===== config.mk =====
export PLATFORM = sky130hd
export DESIGN_NAME = controle_magnetron_potencia
export DESIGN_NICKNAME = d
export VERILOG_FILES = /design/src/rtl/controle_magnetron_potencia_pkg.sv /design/src/rtl/controle_magnetron_potencia_gerador_ciclo.sv /design/src/rtl/controle_magnetron_potencia.sv
export SDC_FILE = /design/constraint.sdc
export NUM_CORES = 1
export LEC_CHECK = 0
export ABC_AREA = 1
export BUFFER_PORTS_ARGS = -buffer_cell sky130_fd_sc_hd__clkbuf_2
export CELL_PAD_IN_SITES_DETAIL_PLACEMENT = 1
export CELL_PAD_IN_SITES_GLOBAL_PLACEMENT = 2
export CORE_UTILIZATION = 23
export CTS_CLUSTER_SIZE = 20
export DETAILED_ROUTE_END_ITERATION = 12
export GPL_TIMING_DRIVEN = 0
export PLACE_DENSITY_LB_ADDON = 0.1
export SYNTH_ARGS = -nofsm -noshare
export SYNTH_HDL_FRONTEND = slang
export SYNTH_SLANG_ARGS = --single-unit

===== constraint.sdc =====
create_clock -name clk -period 1 [get_ports clk]
set_input_delay 0.2 -clock clk [delete_from_list [all_inputs] [get_ports clk]]
set_output_delay 0.2 -clock clk [all_outputs]
set_load 0.01 [all_outputs]

===== src/rtl/controle_magnetron_potencia_pkg.sv =====
// Shared definitions for the magnetron power controller: FSM state codes,
// default power-level parameters and the duty-counter width helper.
package controle_magnetron_potencia_pkg;
  typedef enum logic [1:0] {
    OCIOSO    = 2'd0,
    AQUECENDO = 2'd1,
    PAUSADO   = 2'd2
  } estado_t;

  localparam int N_NIVEIS_PADRAO = 4;
  localparam int PASSO_PADRAO    = 2;

  // A one-clock period would give $clog2 = 0; keep at least one counter bit.
  function automatic int larg_cont(input int periodo);
    return (periodo > 1) ? $clog2(periodo) : 1;
  endfunction
endpackage


===== src/rtl/controle_magnetron_potencia_gerador_ciclo.sv =====
// Duty-period counter with the power-level compare: reports the magnetron-on
// window and the last clock of each period.
module gerador_ciclo
  import controle_magnetron_potencia_pkg::*;
#(
  parameter int N_NIVEIS = N_NIVEIS_PADRAO,
  parameter int PASSO    = PASSO_PADRAO,
  parameter int NW       = 3
) (
  input  logic          clk,
  input  logic          resetn,
  input  logic          i_conta,
  input  logic          i_limpa,
  input  logic [NW-1:0] i_nivel,
  output logic          o_janela,
  output logic          o_fim
);
  localparam int PERIODO = N_NIVEIS * PASSO;
  localparam int CW      = larg_cont(PERIODO);
  localparam logic [CW-1:0] ULTIMO  = CW'(PERIODO - 1);
  localparam logic [CW:0]   PASSO_W = (CW + 1)'(PASSO);

  logic [CW-1:0] r_cont;
  logic [CW:0]   w_limite;

  // i_nivel is saturated upstream, so the product never exceeds PERIODO.
  assign w_limite = (CW + 1)'(i_nivel) * PASSO_W;
  assign o_janela = {1'b0, r_cont} < w_limite;
  assign o_fim    = (r_cont == ULTIMO);

  always_ff @(posedge clk or negedge resetn) begin
    if (!resetn)       r_cont <= '0;
    else if (i_limpa)  r_cont <= '0;
    else if (i_conta)  r_cont <= (r_cont == ULTIMO) ? '0 : r_cont + 1'b1;
  end
endmodule


===== src/rtl/controle_magnetron_potencia.sv =====
// Microwave magnetron power controller: idle/heating/paused FSM driving a
// duty-cycled magnetron enable from a latched power level.
module controle_magnetron_potencia
  import controle_magnetron_potencia_pkg::*;
#(
  parameter int N_NIVEIS = N_NIVEIS_PADRAO,
  parameter int PASSO    = PASSO_PADRAO,
  parameter int NW       = 3
) (
  input  logic          clk,
  input  logic          resetn,
  input  logic          startn,
  input  logic          stopn,
  input  logic          clearn,
  input  logic          door_closed,
  input  logic          timer_done,
  input  logic [NW-1:0] nivel,
  output logic          mag_on,
  output logic [1:0]    estado,
  output logic          ciclo_fim
);
  localparam logic [NW-1:0] NIVEL_MAX = NW'(N_NIVEIS);

  estado_t       r_estado, w_prox;
  logic [NW-1:0] r_nivel;
  logic [NW-1:0] w_nivel_sat;
  logic          w_conta, w_limpa, w_entra;
  logic          w_janela, w_fim;

  always_ff @(posedge clk or negedge resetn) begin
    if (!resetn) r_estado <= OCIOSO;
    else         r_estado <= w_prox;
  end

  // Only a clean timer_done==0 lets the FSM leave or stay out of OCIOSO;
  // an unknown timer value falls into the idle branch.
  always_comb begin
    w_prox = r_estado;
    if (!clearn) begin
      w_prox = OCIOSO;
    end else if (timer_done == 1'b0) begin
      case (r_estado)
        OCIOSO:    if (stopn && door_closed && !startn) w_prox = AQUECENDO;
        AQUECENDO: if (!stopn || !door_closed)          w_prox = PAUSADO;
        PAUSADO: begin
          if (!stopn)                        w_prox = OCIOSO;
          else if (door_closed && !startn)   w_prox = AQUECENDO;
        end
        default:                             w_prox = OCIOSO;
      endcase
    end else begin
      w_prox = OCIOSO;
    end
  end

  assign w_nivel_sat = (nivel > NIVEL_MAX) ? NIVEL_MAX : nivel;
  assign w_entra     = (r_estado == OCIOSO) && (w_prox == AQUECENDO);

  always_ff @(posedge clk or negedge resetn) begin
    if (!resetn)      r_nivel <= '0;
    else if (w_entra) r_nivel <= w_nivel_sat;
  end

  // Counter advances only across heating-to-heating clocks, so a pause
  // resumes at the same duty position it was interrupted at.
  assign w_conta = (r_estado == AQUECENDO) && (w_prox == AQUECENDO);
  assign w_limpa = (w_prox == OCIOSO);

  gerador_ciclo #(
    .N_NIVEIS (N_NIVEIS),
    .PASSO    (PASSO),
    .NW       (NW)
  ) u_gerador_ciclo (
    .clk      (clk),
    .resetn   (resetn),
    .i_conta  (w_conta),
    .i_limpa  (w_limpa),
    .i_nivel  (r_nivel),
    .o_janela (w_janela),
    .o_fim    (w_fim)
  );

  assign estado    = r_estado;
  assign mag_on    = (r_estado == AQUECENDO) && w_janela && door_closed;
  assign ciclo_fim = (r_estado == AQUECENDO) && w_fim;
endmodule


==> results of run 1 <==
power by group through the flow:
stage | logic, mW | clock network, mW | registers, mW
after detailed placement | 0.113 | 0 | 0.365
after CTS | 0.129 | 0.281 | 0.361
after global routing | 0.159 | 0.300 | 0.365
after floorplan | 0.0699 | 0 | 0.362
final | 0.138 | 0.266 | 0.361
after global placement | 0.112 | 0 | 0.365
final cells by class:
| class | count | area share (%) |
|---|---|---|
| timing repair buffer | 19 | 17.30 |
| inverter | 9 | 4.286 |
| multi-input combinational | 47 | 44.92 |
| sequential | 8 | 25.87 |
| clock buffer | 4 | 3.333 |
| tap | 27 | 4.286 |
cell usage after synthesis:
master / n
nand2_1: 20
inv_1: 9
dfrtp_1: 8
nor2_1: 5
nand3_1: 4
ha_1: 3
nand2_2: 3
nor2_2: 3
o21ai_1: 3
o21ai_0: 2
a21oi_1: 1
and2_4: 1
nand3_2: 1
nor3_1: 1
kinds of logic after synthesis:
group | share of synthesized area [%]
AO/OA/AOI/OAI | 6.297
adder cells (fa/ha/maj) | 7.875
buffers and inverters | 7.086
flip-flops | 41.99
AND/OR/NAND/NOR | 36.75
sequential cells by signal, indices dropped and copies added, names as in the netlist:
| name | count |
|---|---|
| estado | 2 |
| r_nivel | 3 |
| u_gerador_ciclo.r_cont | 3 |
worst paths after layout:
check / from / endpoint / cells past startpoint
hold / removal: nivel[0] / r_nivel[0] / 3
max in group asynchronous: resetn / u_gerador_ciclo.r_cont[1] / 2
hold reg to reg: r_nivel[1] / r_nivel[1] / 2
setup / recovery: u_gerador_ciclo.r_cont[2] / mag_on / 5
min in group asynchronous: resetn / r_nivel[0] / 2
setup reg to reg: estado[1] / u_gerador_ciclo.r_cont[0] / 7
tightest hold or removal path: stages:
cell and delay (ps):
clkbuf_2 80, nand2_1 50, o21ai_1 60
per-layer routing:
layer	share of wire, %	up-vias	global-route usage, %
met1	49	210	17.66
met4	0	0	1.714
li1	-	245	-
met3	2.6	0	3.396
met2	48	7	18.63
met5	0	-	0
stage by stage:
step           total power [mW]  setup slack (ps)
2_1_floorplan            0.4324            -167.1
3_3_place_gp             0.4770            -367.5
3_5_place_dp             0.4781            -377.9
4_1_cts                  0.7705            -565.7
5_1_grt                  0.8234            -610.8
6_report                 0.7649            -543.3
cell usage in the layout (no fill, tap or decap):
cell type	count
nor2_2	2
clkbuf_4	3
nand2_2	8
inv_1	5
o21ai_1	3
nand2_4	1
inv_2	4
ha_4	2
nor3_4	1
nand3_4	1
dlygate4sd3_1	1
nand3_2	4
o21ai_2	1
nor2_4	3
ha_1	1
buf_6	5
buf_2	1
buf_4	2
clkbuf_1	1
dfrtp_2	3
dfrtp_1	5
a21oi_2	1
clkbuf_2	10
and2_4	1
nor2_1	3
nand2_1	14
o21ai_0	1
what timing repair did:
| action | in CTS | in global routing |
|---|---|---|
| buffers inserted | 4 | 2 |
| resized for setup | 12 | 16 |
| setup endpoints to repair | 12 | 12 |
| hold endpoints to repair | 8 | 0 |
| pin swaps | 6 | 14 |
| hold buffers | 1 | 0 |
==> flow_metrics.tcl, run 1 <==
set metrics [dict create \
    cp_slowest_cell "dfrtp_1" \
    timing.hold.ws_ps 169.3 \
    syn_inst 64 \
    layout-drive-gt1-share_pct 60.92 \
    cts_buffer_depth 2 \
    synth_area_per_cell_um2 7.449 \
    place.gp.congestion 0.6953 \
    initial_core_util_pct 24.30 \
    diodes 0 \
    worstPathCellList "ha_1 -> o21ai_2 -> a21oi_2 -> nor3_4 -> buf_2" \
    antenna_found_initial 0 \
    start_kind "flip-flop" \
    violations "setup timing" \
    worstPathRequired_ps 800 \
    slew_headroom_pct 85.12 \
    post-dp-hpwl_um 874.7 \
    pwr-share-seq_pct 47.2 \
    setup_violations 12 \
    grt_use_total_pct 12.26 \
    setup_ws_ps -543.3 \
    p_comb_share_pct 18.0 \
    ys_warn_count 0 \
    seq_area_um2 203.9 \
    grt_overflow 0 \
    p_leak_nw 0.3786 \
    power_frac_clock_pct 34.8 \
    switchingPower_uw 206.0 \
    swShare_pct 26.93 \
    area_delta_synth_final_pct 65.35 \
    wl_per_cell_um 9.421 \
    multi_input_area_um2 354.1 \
    maxCapViolCount 0 \
    synth_area_um2 476.7 \
    ir_drop_uv 643.7 \
    cp.arrival_ps 1340 \
    max_freq_mhz 648.0 \
    cts_tree "done" \
    ff2ff_setup_slack_ps -250 \
    outcome "finished, violations left" \
    ant_nets 0 \
    wl_um 1074 \
    grt_pass1_vias 427 \
    placementRows 16 \
    yosys-top-cells-area "dfrtp_1 (42%), nand2_1 (16%), ha_1 (7.9%), inv_1 (7.1%), nand3_1 (4.2%)" \
    dp.cells 104 \
    synth_top_area_share_pct 41.99 \
    io_pins 14 \
    critPathMaxStageDelay_ps 380 \
    cts-buffers-inserted 3 \
    drcViolationCount 0 \
    die-area_um2 2259 \
    vias 462 \
    dr.pass1.iters 1 \
    clkTransAtPathRegs_ps 60 \
    port_buffers 13 \
    fin_crit_sh_pct 154.3 \
    critical_path_class "reg -> out" \
    ys_seq_area_share_pct 41.99 \
    nets 101 \
    power.internal_uw 559.0 \
    ys_ff_latch 8 \
    die_h_um 47.53 \
    numClockSinks 8 \
    crit_family "flip-flops" \
    end_kind "output pin" \
    synth_fp_nets 77 \
    final-instance-count-excl-fill 114 \
    drtIter0Drc 0 \
    fin_setup_tns_ps -2752 \
    cp_num_buf_inv 1 \
    fin_skew_ps 8.650 \
    fin_util_pct 40.18 \
    avgViaCountPerCell 4.053 \
    cts_root_buf "clkbuf_4" \
    grt_start_max_net_pins 9 \
    crit_fanout 2 \
    finalInstanceArea_um2 788.3 \
    fp.dieW_um 47.53 \
    worstSkewPairLatency_ps 250 \
    core_um2 1962 \
    rsz0062_at_grt "yes" \
    p_per_area_nw_per_um2 970.4 \
    synth_cell_types 14 \
    htreeDepth 1 \
    synth.largest_area_cell "dfrtp_1" \
    fillCellCount 248 \
    worst_pin_slew_ps 223.2 \
    min_period_ps 1543 \
    hold_path.class "in -> reg" \
    placed_cell_area_um2 621.8 \
    finalMaxSlewViolations 0 \
    grt_pass1_wl_um 1890 \
    hold_viol 0 \
]
Note: power is estimated with default switching activity, not from simulation.
==> run 2, diff against run 1 <==
SYNTH_HIERARCHICAL = 1   (was not set)
==> flow_metrics.tcl, run 2 <==
set metrics [dict create \
    outcome "finished, violations left" \
    violations "setup timing" \
    vias 534 \
    setup_ws_ps -649.0 \
    worst_pin_slew_ps 202.9 \
    io_pins 14 \
    fin_util_pct 39.98 \
    worst_r2r_path_depth 8 \
    worstSkewPairLatency_ps 260 \
    swShare_pct 27.11 \
    final_cell_mix "nor2_1 (16), inv_1 (10), nand2_1 (10), clkbuf_2 (9), nand2_2 (8)" \
    yosys_most_used_dff "dfrtp_1" \
    whs_path_depth 3 \
    post-synth-top-count-cell "nor2_1" \
    ys_seq_area_share_pct 39.22 \
    grt_pass1_vias 528 \
    wl_um 1324 \
    fp.dieW_um 49.11 \
    core_um2 2022 \
    diodes 0 \
    ys_warn_count 6 \
    nets 114 \
    fillCellCount 258 \
    finalMaxSlewViolations 0 \
    maxCapViolCount 0 \
    cts_root_buf "clkbuf_4" \
    initial_core_util_pct 25.25 \
    synthArstFlopShare_pct 100.0 \
    end_kind "output pin" \
    fin_crit_sh_pct 164.9 \
    slew_headroom_pct 86.47 \
    synth_cell_types 14 \
    synth.largest_area_cell "dfrtp_1" \
    min_period_ps 1649 \
    p_per_area_nw_per_um2 977.9 \
    p_comb_share_pct 20.0 \
    ir_drop_uv 571.7 \
    htreeDepth 1 \
    area_delta_synth_final_pct 58.33 \
    cts-buffers-inserted 3 \
    hold_viol 0 \
    grt_use_total_pct 12.78 \
    layout-drive-gt1-share_pct 48.00 \
    die_h_um 49.11 \
    ys_ff_latch 8 \
    synth_common_cells "nor2_1 (19), nand2_1 (17), inv_1 (12), dfrtp_1 (8), o21ai_0 (4)" \
    die-area_um2 2412 \
    rsz0062_at_grt "yes" \
    worstPathRequired_ps 800 \
    cts_buffer_depth 2 \
    place.gp.congestion 0.7517 \
    numClockSinks 8 \
    multi_input_area_um2 322.8 \
    synth_area_um2 510.5 \
    cp.arrival_ps 1450 \
    clkTransAtPathRegs_ps 60 \
    layout_commonest_cell "nor2_1" \
    grt_overflow 0 \
    dr.pass1.iters 3 \
    power.internal_uw 576.1 \
    ant_nets 0 \
    setup_violations 10 \
    wl_per_cell_um 10.43 \
    max_freq_mhz 606.4 \
    yosys-top-cells-area "dfrtp_1 (39%), nor2_1 (14%), nand2_1 (13%), inv_1 (8.8%), ha_1 (7.4%)" \
    antenna_found_initial 0 \
    placementRows 16 \
    drcViolationCount 0 \
    timing.hold.ws_ps 222.2 \
    seq_area_um2 202.7 \
    switchingPower_uw 214.3 \
    drtIter0Drc 4 \
    pwr-share-seq_pct 45.8 \
    syn_inst 73 \
    power_frac_clock_pct 34.2 \
    port_buffers 13 \
    synth_top_area_share_pct 39.22 \
    grt_pass1_wl_um 2290 \
    p_leak_nw 0.4178 \
    post-dp-hpwl_um 978.8 \
    fin_skew_ps 6.748 \
    synth_fp_nets 86 \
    hold_path.class "in -> reg" \
    crit_fanout 2 \
    synth_area_per_cell_um2 6.993 \
    grt_start_max_net_pins 9 \
    avgViaCountPerCell 4.205 \
    cts_tree "done" \
    critical_path_class "reg -> out" \
    synth-edff-count 0 \
    start_kind "flip-flop" \
]
run 2: cell types whose count changed after synthesis, sizes merged:
cell / delta
o21ai: -1
a21boi: +1
inv: +4
nor3: -1
nand4: +3
and2: -1
nand2: -5
nand3: -4
nor2: +13
run 2: power by group through the flow:
stage                     clock network, mW  registers (mW)  logic (mW)
after global placement                    0           0.367       0.112
after detailed placement                  0           0.367       0.114
after CTS                             0.283           0.361       0.141
after global routing                  0.300           0.364       0.178
after floorplan                           0           0.364      0.0686
final                                 0.270           0.362       0.158
run 2: layout make-up:
class                      instances  area share (%)
clock buffer                       4           3.251
inverter                          13           6.037
multi-input combinational         52           39.94
sequential                         8           25.08
tap                               27           4.180
timing repair buffer              23           21.52
run 2: what timing repair did:
| item | in CTS | in global routing |
|---|---|---|
| hold endpoints to repair | 8 | 0 |
| pin swaps | 3 | 8 |
| resized for setup | 13 | 16 |
| setup buffers | 7 | 5 |
| setup endpoints to repair | 12 | 12 |
| hold buffers | 1 | 0 |
run 2: critical path: stages, from the launching register on:
cell	delay, ps
dfrtp_1	390
ha_1	280
inv_1	60
nor2_1	40
a21oi_2	150
nand2_1	80
nor2_2	70
buf_2	120
run 2: kinds of logic (layout without fill, tap and decap cells):
kind of cell,count (synthesis),in the layout,synth area share [%]
DFF,8,8,39.22
buffers and inverters,13,40,9.557
AOI/OAI and AO/OA,6,6,7.107
adders and majority gates,3,3,7.354
and+or+nand+nor,43,43,36.77
run 2: path summary, 6_finish.rpt:
| path | start | end | slack (ps) |
|---|---|---|---|
| worst max register to register | estado[1] | u_gerador_ciclo/r_cont[1] | -350 |
| worst min register to register | r_nivel[0] | r_nivel[0] | 480 |
| worst max-delay path | u_gerador_ciclo/r_cont[2] | mag_on | -650 |
| worst min-delay path | nivel[2] | r_nivel[2] | 220 |
| max in group asynchronous | resetn | estado[0] | 480 |
| min in group asynchronous | resetn | u_gerador_ciclo/r_cont[2] | 320 |
run 2: layer usage:
metal	global-route usage, %	wire [um]
met1	14.78	595
met2	22.60	670
met3	4.050	57
met4	2.941	0
met5	0	0
run 2: metrics by stage:
step	setup slack, ps	TNS, ps	power, mW	std cells	area, um2
2_1_floorplan	-220.9	-974.3	0.4324	73	521.8
3_3_place_gp	-427.5	-1959	0.4793	113	620.6
3_5_place_dp	-426.1	-2009	0.4812	113	620.6
4_1_cts	-662.6	-2864	0.7856	125	762.0
5_1_grt	-724.0	-4014	0.8423	127	808.3
6_report	-649.0	-3076	0.7904	127	808.3
==> run 3, diff against run 2 <==
REMOVE_ABC_BUFFERS = 1   (was not set)
SETUP_SLACK_MARGIN = 0.3   (was not set)
SKIP_LAST_GASP = 1   (was not set)
==> flow_metrics.tcl, run 3 (synthesized netlist as in run 2, its figures left out) <==
set metrics [dict create \
    die_h_um 49.11 \
    grt_start_max_net_pins 9 \
    power.internal_uw 555.2 \
    cts-buffers-inserted 3 \
    grt_pass1_vias 540 \
    place.gp.congestion 0.7272 \
    p_leak_nw 0.4070 \
    cts_tree "done" \
    clkTransAtPathRegs_ps 60 \
    final_cell_mix "nor2_1 (17), nand2_1 (12), inv_1 (10), clkbuf_2 (10)" \
    port_buffers 13 \
    p_per_area_nw_per_um2 983.7 \
    critical_path_class "reg -> out" \
    ff2ff_setup_slack_ps -490 \
    grt_use_total_pct 12.79 \
    placed_cell_area_um2 609.3 \
    max_freq_mhz 611.2 \
    path_common_cell "nor2_1" \
    rsz0062_at_grt "yes" \
    die-area_um2 2412 \
    core_um2 2022 \
    worstSkewPairLatency_ps 260 \
    dr.pass1.iters 1 \
    maxCapViolCount 0 \
    cp.arrival_ps 1440 \
    p_comb_share_pct 19.3 \
    pre_cts_ws_ps -494.3 \
    outcome "finished, violations left" \
    initial_core_util_pct 25.25 \
    violations "setup timing" \
    antenna_found_initial 0 \
    swShare_pct 27.36 \
    hold_viol 0 \
    placementRows 16 \
    finalInstanceArea_um2 777.0 \
    drtIter0Drc 0 \
    worst_pin_slew_ps 284.5 \
    slew_headroom_pct 80.97 \
    vias 561 \
    avgViaCountPerCell 4.452 \
    drcViolationCount 0 \
    dp.cells 113 \
    ant_nets 0 \
    nets 114 \
    setup_ws_ps -636.1 \
    layout_commonest_cell "nor2_1" \
    cp_slowest_cell "dfrtp_1" \
    worstPathCellList "ha_1 -> inv_1 -> nor2_1 -> a21oi_2 -> nand2_1 -> nor2_1 -> buf_2" \
    ir_drop_uv 601.0 \
    start_kind "flip-flop" \
    switchingPower_uw 209.1 \
    area_delta_synth_final_pct 52.21 \
    fin_crit_sh_pct 163.6 \
    fp.dieW_um 49.11 \
    crit_family "flip-flops" \
    cp_num_buf_inv 2 \
    final-instance-count-excl-fill 126 \
    grt_pass1_wl_um 2283 \
    layout-drive-gt1-share_pct 45.45 \
    cts_buffer_depth 2 \
    end_kind "output pin" \
    setup_violations 10 \
    numClockSinks 8 \
    cts_root_buf "clkbuf_4" \
    pwr-share-seq_pct 47.6 \
    power_uw 764.3 \
    grt_overflow 0 \
    crit_fanout 2 \
    io_pins 14 \
    worstPathRequired_ps 800 \
    hold_path.class "in -> reg" \
    diodes 0 \
    critPathMaxStageDelay_ps 380 \
    fin_skew_ps 6.459 \
    power_frac_clock_pct 33.1 \
    htreeDepth 1 \
    wl_um 1280 \
    min_period_ps 1636 \
    wl_per_cell_um 10.16 \
    finalMaxSlewViolations 0 \
    post-dp-hpwl_um 973.6 \
]
run 3: tightest hold or removal path, cell delays in order:
cell and delay [ps]:
clkbuf_2 100, nor2_4 50, nand2_2 70, inv_2 40
run 3: power by group through the flow:
stage / clock network, mW / logic [mW] / registers (mW)
6_report: 0.253 / 0.148 / 0.363
5_1_grt: 0.278 / 0.169 / 0.367
4_1_cts: 0.261 / 0.136 / 0.363
3_5_place_dp: 0 / 0.111 / 0.368
3_3_place_gp: 0 / 0.109 / 0.368
2_1_floorplan: 0 / 0.0655 / 0.364
run 3: repair_timing:
item | CTS | global route
hold buffers | 1 | 0
endpoints found under the hold margin | 8 | 0
endpoints found under the setup margin | 12 | 12
setup buffers | 5 | 4
pin swaps | 9 | 9
gates resized for setup | 14 | 10
run 3: final cells by class:
type	instances	area, um2
Fill cell	260	1245
Multi-Input combinational cell	52	305.3
Sequential cell	8	202.7
Timing Repair Buffer	23	163.9
Inverter	13	48.80
Tap cell	27	33.78
Clock buffer	3	22.52
run 3: worst paths after layout:
kind | to | startpoint | depth (start not counted)
max | mag_on | u_gerador_ciclo/r_cont[2] | 7
max in group asynchronous | estado[0] | resetn | 2
min | estado[0] | timer_done | 4
min reg2reg | r_nivel[0] | r_nivel[0] | 2
min in group asynchronous | u_gerador_ciclo/r_cont[2] | resetn | 2
max reg2reg | u_gerador_ciclo/r_cont[0] | estado[1] | 9
run 3: layer usage:
metal	wire, um	up-vias	GRT usage, %
met5	0	-	0
met4	21	0	5.882
met3	61	5	4.673
met2	621	12	20.78
met1	576	266	14.81
li1	-	278	-
run 3: per-stage QoR:
| stage | util [%] | TNS, ps | hold slack [ps] |
|---|---|---|---|
| floorplan | - | -1337 | -95.59 |
| global placement | 30.14 | -2367 | 65.74 |
| detailed placement | 30.14 | -2509 | 62.82 |
| CTS | 35.89 | -3115 | 226.6 |
| global route | 38.43 | -4261 | 230.8 |
| finish | 38.43 | -3356 | 224.9 |
